===== src/rtl/accum_arbiter.sv =====
// accum_arbiter: round-robin scheduler sharing one accum datapath between two requesters
//
// Per burst the winner gets one accum clear cycle, then len+1 RUN beats where
// its operand pair is steered onto acc_din1/acc_din2, then one DRAIN cycle
// after which the accum result and overflow are captured and done pulses.
//
// Ports:
//   clock_i                 system clock, rising edge
//   reset_i                 asynchronous, active-low reset
//   req0_i, req1_i          burst requests, held until the matching gnt is seen
//   len0_i, len1_i          burst length minus one, sampled in the grant cycle
//   a0_i, b0_i, a1_i, b1_i  operand pairs, valid while the matching gnt is high
//   gnt0_o, gnt1_o          high on every RUN beat of that requester's burst
//   acc_clear_o             accum clear, high for the single CLEAR cycle
//   acc_din1_o, acc_din2_o  accum data inputs, zero outside RUN
//   acc_result_i, acc_ovf_i accum result and sticky overflow
//   busy_o                  high in any state other than IDLE
//   done_o                  one-cycle pulse; done_id_o/result_o/result_ovf_o valid
//   done_id_o               requester that owned the finished burst
//   result_o, result_ovf_o  captured accum result/overflow, held until next done
//
// Build option: ACCUM_ARB_OVF_ABORT_EN ends a burst early when acc_ovf_i is
// seen high during RUN; without it overflow is only reported via result_ovf_o.
module accum_arbiter #(
    parameter int WIDTH = 8,
    parameter int LENW  = 4
) (
    input  logic             clock_i,
    input  logic             reset_i,
    input  logic             req0_i,
    input  logic             req1_i,
    input  logic [LENW-1:0]  len0_i,
    input  logic [LENW-1:0]  len1_i,
    input  logic [WIDTH-1:0] a0_i,
    input  logic [WIDTH-1:0] b0_i,
    input  logic [WIDTH-1:0] a1_i,
    input  logic [WIDTH-1:0] b1_i,
    output logic             gnt0_o,
    output logic             gnt1_o,
    output logic             acc_clear_o,
    output logic [WIDTH-1:0] acc_din1_o,
    output logic [WIDTH-1:0] acc_din2_o,
    input  logic [WIDTH-1:0] acc_result_i,
    input  logic             acc_ovf_i,
    output logic             busy_o,
    output logic             done_o,
    output logic             done_id_o,
    output logic [WIDTH-1:0] result_o,
    output logic             result_ovf_o
);

    typedef enum logic [1:0] {IDLE, CLEAR, RUN, DRAIN} state_e;

    state_e           state_q, state_d;
    logic             owner_q, owner_d;
    logic             last_q, last_d;
    logic [LENW-1:0]  cnt_q, cnt_d;
    logic             gnt0_q, gnt0_d;
    logic             gnt1_q, gnt1_d;
    logic             clear_q, clear_d;
    logic             busy_q, busy_d;
    logic             done_q, done_d;
    logic             done_id_q, done_id_d;
    logic [WIDTH-1:0] result_q, result_d;
    logic             rovf_q, rovf_d;
    logic             win;
    logic             abort;

    // Sole requester wins; on a tie the one not served last time wins.
    assign win = (req0_i && req1_i) ? ~last_q : req1_i;

`ifdef ACCUM_ARB_OVF_ABORT_EN
    assign abort = acc_ovf_i;
`else
    assign abort = 1'b0;
`endif

    always_comb begin
        state_d   = state_q;
        owner_d   = owner_q;
        last_d    = last_q;
        cnt_d     = cnt_q;
        done_d    = 1'b0;
        done_id_d = done_id_q;
        result_d  = result_q;
        rovf_d    = rovf_q;
        case (state_q)
            IDLE: begin
                if (req0_i || req1_i) begin
                    state_d = CLEAR;
                    owner_d = win;
                    last_d  = win;
                    cnt_d   = win ? len1_i : len0_i;
                end
            end
            CLEAR: state_d = RUN;
            RUN: begin
                cnt_d = cnt_q - 1'b1;
                if (cnt_q == '0 || abort) begin
                    state_d = DRAIN;
                    cnt_d   = '0;
                end
            end
            DRAIN: begin
                state_d   = IDLE;
                done_d    = 1'b1;
                done_id_d = owner_q;
                result_d  = acc_result_i;
                rovf_d    = acc_ovf_i;
            end
            default: state_d = IDLE;
        endcase
        // Control outputs are decoded from the next state so they come straight off flops.
        gnt0_d  = (state_d == RUN) && !owner_d;
        gnt1_d  = (state_d == RUN) && owner_d;
        clear_d = state_d == CLEAR;
        busy_d  = state_d != IDLE;
    end

    always_ff @(posedge clock_i or negedge reset_i) begin
        if (!reset_i) begin
            state_q   <= IDLE;
            owner_q   <= 1'b0;
            last_q    <= 1'b1;
            cnt_q     <= '0;
            gnt0_q    <= 1'b0;
            gnt1_q    <= 1'b0;
            clear_q   <= 1'b0;
            busy_q    <= 1'b0;
            done_q    <= 1'b0;
            done_id_q <= 1'b0;
            result_q  <= '0;
            rovf_q    <= 1'b0;
        end else begin
            state_q   <= state_d;
            owner_q   <= owner_d;
            last_q    <= last_d;
            cnt_q     <= cnt_d;
            gnt0_q    <= gnt0_d;
            gnt1_q    <= gnt1_d;
            clear_q   <= clear_d;
            busy_q    <= busy_d;
            done_q    <= done_d;
            done_id_q <= done_id_d;
            result_q  <= result_d;
            rovf_q    <= rovf_d;
        end
    end

    // Operands pass through unmodified during the owner's beats so the pair
    // presented while gnt is high is the pair the accum registers.
    assign acc_din1_o = gnt0_q ? a0_i : (gnt1_q ? a1_i : '0);
    assign acc_din2_o = gnt0_q ? b0_i : (gnt1_q ? b1_i : '0);

    assign gnt0_o       = gnt0_q;
    assign gnt1_o       = gnt1_q;
    assign acc_clear_o  = clear_q;
    assign busy_o       = busy_q;
    assign done_o       = done_q;
    assign done_id_o    = done_id_q;
    assign result_o     = result_q;
    assign result_ovf_o = rovf_q;

endmodule


===== config.mk =====
export PLATFORM = sky130hd
export DESIGN_NAME = accum_arbiter
export DESIGN_NICKNAME = d
export VERILOG_FILES = /design/src/rtl/accum_arbiter.sv
export SDC_FILE = /design/constraint.sdc
export NUM_CORES = 1
export LEC_CHECK = 0
export ABC_AREA = 1
export CAP_MARGIN = 20
export CORE_MARGIN = 1.5
export CORE_UTILIZATION = 36
export DETAILED_ROUTE_END_ITERATION = 10
export PLACE_DENSITY = 0.85
export SETUP_SLACK_MARGIN = 0.3
export SYNTH_ARGS = -nofsm -noshare
export SYNTH_HDL_FRONTEND = slang
export SYNTH_SLANG_ARGS = --single-unit

===== constraint.sdc =====
create_clock -name clock_i -period 1.7 [get_ports clock_i]
set_input_delay 0.255 -clock clock_i [delete_from_list [all_inputs] [get_ports clock_i]]
set_output_delay 0.255 -clock clock_i [all_outputs]
set_load 0.02 [all_outputs]

# Yosys cells after proc, flatten, opt, wreduce, memory -nomap -nowiden
# Index checks and enable logic that the tools add are counted.
# totals
reg_bits	23
inputBits	53
output_inout_bits	31
wordCells	46
# classes
addsub	1
n_eq_ne	6
muxes	15
bitwise_logic	1
n_reduce_logical	11
# op_table
op	count
8-bit two-way mux	4
4-bit two-way mux	3
2-bit case mux with 4 select lines	1
4-bit case mux with 2 select lines	1
2-bit == test (second input constant)	3
2-bit by 1-bit == test with 1-bit output (second input constant)	2
4-bit zero test	1
1-bit two-way mux	4
2-bit two-way mux	2
2-bit AND reduction	2
2-bit nonzero test	2
4-bit by 1-bit subtractor with 4-bit output (second input constant)	1
1-bit logical AND	3
2-bit zero test	1
2-bit inequality test (second input constant)	1
1-bit zero test	1
1-bit logical OR	1
1-bit NOT	1

# Logic depth before layout (Yosys ltp)
# Gate-level depths: netlist of run 1.
# logic_depth
depth_word	6
mapped_depth	8
mapped_depth_nobuf	8

# Least setup slack after synthesis of run 1
# OpenSTA, ideal clock, no wires.
# synth_path
path_kind	register to output
from	register gnt0_q (netlist: gnt0_o)
to	output acc_din1_o[4]
arrival_ns	1.117
required_time_ns	1.445
setup_slack_ns	0.328
stages_incl_launch_ff	6
n_path_buf	2
path_cell_list	dfrtp_1 buf_2 inv_2 buf_2 nand3_1 nand2_1
# synth_via
elab_chain_len	1
# synth_lines
element	line	source
start: declaration	58	logic gnt0_q, gnt0_d;
start signal: assignment	139	gnt0_q <= gnt0_d;
8-bit two-way mux	152	assign acc_din1_o = gnt0_q ? a0_i : (gnt1_q ? a1_i : '0);
end: declaration	41	output logic [WIDTH-1:0] acc_din1_o,
# Every way passes these cells.

# Final worst setup path of run 1
# layout_path
from	register gnt0_q (netlist: gnt0_o)
to	output acc_din1_o[6]
# Same word-level chain as after synthesis.

==> results of run 1 <==
-- synth_stat cells --
library cell  number  area, sq um
a21oi_1            3         15.0
o21ai_0            1         5.00
o21ai_4            1         16.3
nand2_2            4         25.0
nor2_2             2         12.5
nand2_1           59          221
dfstp_2            1         26.3
inv_2              2         7.51
nand3b_1           1         7.51
nor2_1             6         22.5
dfrtp_1           22          551
ha_1               4         50.1
clkbuf_1           1         3.75
inv_1              8         30.0
nand3_1           30          150
mux2_2            10          113
o21ai_2            1         8.76
buf_2              5         25.0
-- per-stage QoR --
step	setup TNS [ns]	util	setup WS, ns	instances
global placement	-0.147	0.645	-0.0318	287
floorplan	0	-	0.328	161
CTS	0	0.666	0.137	296
finish	0	0.674	0.129	296
detailed placement	-0.197	0.645	-0.0365	287
global route	0	0.674	0.0374	296
-- path summary, 6_finish.rpt --
kind                       slack [ns]             to       start  cells after the start
max                              0.13  acc_din1_o[6]      gnt0_o                      5
min                              0.28         busy_o     reset_i                      2
max in group asynchronous        1.15         last_q     reset_i                      2
max reg2reg                      0.36         gnt0_o  state_q[0]                      7
min reg2reg                      0.48         last_q      last_q                      2
min in group clock_i             0.48         last_q      last_q                      2
-- layer usage --
layer / track usage / wire (um) / vias up
li1: - / - / 697
met1: 0.227 / 1480 / 662
met2: 0.378 / 1920 / 59
met3: 0.0432 / 296 / 5
met4: 0.0500 / 41 / 0
met5: 0 / 0 / -
-- critical path, stage by stage (launching register included) --
cell and delay, ns:
dfrtp_2 0.40, buf_6 0.13, clkinvlp_4 0.15, nand3_1 0.10
nand2_1 0.06, buf_4 0.15
-- layout make-up --
class                   count  area [sq um]
fillers                   290          1100
repair inverters            1          7.51
clock buffers               4          26.3
multi-input cells         122           677
well taps                  46          57.6
inverters                  10          42.5
repair buffers             90           896
flip-flops and latches     23           578
-- repair_timing --
action | CTS | global route
gates cloned | 3 | 0
pin swaps | 1 | 2
setup endpoints to repair | 42 | 25
setup buffers | 2 | 0
hold endpoints to repair | 0 | 0
resized for setup | 108 | 9
-- report_power, final --
part | switching [mW] | internal [mW] | leakage [nW]
Sequential | 0.152 | 0.817 | 0.277
Combinational | 1.21 | 1.05 | 0.818
Clock | 0.165 | 0.0919 | 0.0150
Total | 1.52 | 1.96 | 1.11
-- logic make-up after synthesis --
logic type                 share of synthesized area
and+or+nand+nor                                0.340
DFF                                            0.447
buffers and inverters                         0.0514
muxes                                         0.0873
AOI/OAI and AO/OA                             0.0349
adders and majority gates                     0.0388
==> impl_results.md, run 1 <==
- Nets: 308
- Crit Path Max Fanout: 8
- Standby leakage power: 1.11 nW
- GP Congestion: 0.804
- Wire per inst: 12.6 um
- Antenna cell count: 0
- Total power: 3.48 mW
- RSZ-0062 raised after global routing: yes
- Max-slew violations: 0
- Commonest non-fill, non-tap cell in the layout: nand2_1
- Via count: 1423
- Type of the worst min-delay path: in -> async
- GRT Total Usage: 0.201
- CP Launch Type: flop
- CTS buffer count: 3
- Final Cycle Share: 0.924
- Max_cap viols: 0
- Reg clk slew, reported paths: 0.13 ns
- Highest-count cells in the layout ignoring fill and taps: nand2_1, clkdlybuf4s50_1, nand3_1
- Achievable Freq: 637 MHz
- Post-synth cell types: 18
- Gate Count Post-Synth: 161
- Layout cells sized above 1: 0.224
- Register bit total from synthesis: 23
- GRT Residual Overflow: 0
- Post-Syn Nets: 218
- Finished Cell Area: 0.00228 sq mm
- Status: complete, no violations
- Crit Path Class: reg -> out
- Worst skew pair latency: 0.32 ns
- Remaining DRCs: 0
- Worst slew pin tran: 0.314 ns
- Die Footprint: 0.00395 sq mm
- Final Skew: 0.0109 ns
- Initial DRC count: 45
- Initial core utilization: 0.381
- Routed Antenna Nets: 0
- Vias in the first global route: 1411
- Mapped Area: 0.00129 sq mm
- Post-cts hold buffer count: 0
- Die Ht: 62.9 um
- Slew margin rel.: 0.790
- Max reg flops: 8
- Final Hold Viols: 0
- Root Driver: clkbuf_4
- IO Pins: 84
- Via/cell ratio: 4.81
- Area growth syn-to-layout: 77.1%
- Routed WL: 3.74 mm
- Min Hold Slack: 0.277 ns
- Port Buffers: 83
- Endpoints failing setup: 0
- Num rows: 21
- Core footprint: 0.00339 sq mm
- Critical Path AT: 1.32 ns
- Synthesis warning total: 0
- Register area share after synthesis: 0.447
- Peak supply drop: 0.980 mV
- WP data required: 1.44 ns
- Initial antenna violation count: 0
- H-tree levels: 1
- Largest net degree at the start of global routing: 24
- DR pass1 iterations: 4
- Chip width: 62.9 um
- Area of placed instances: 0.00218 sq mm
- First-pass GRT wire length: 6.41 mm
- Detailed Place HPWL: 2.70 mm
- Clk sinks: 23
- Pwr Density: 1520 mW/mm^2
- Final period demand of the worst path: 1.57 ns
- CTS tree: yes
- Crit. End Element: output pin
- Clock Path Buffers: 2
- Syn_area_per_cell: 8.01 sq um
(Power assumes the default switching activity.)
==> run 2: changes to the inputs <==
- CTS_CLUSTER_DIAMETER: not set -> 120
==> results of run 2 <==
Final layout, timing and power as in run 1 (identical DEF).
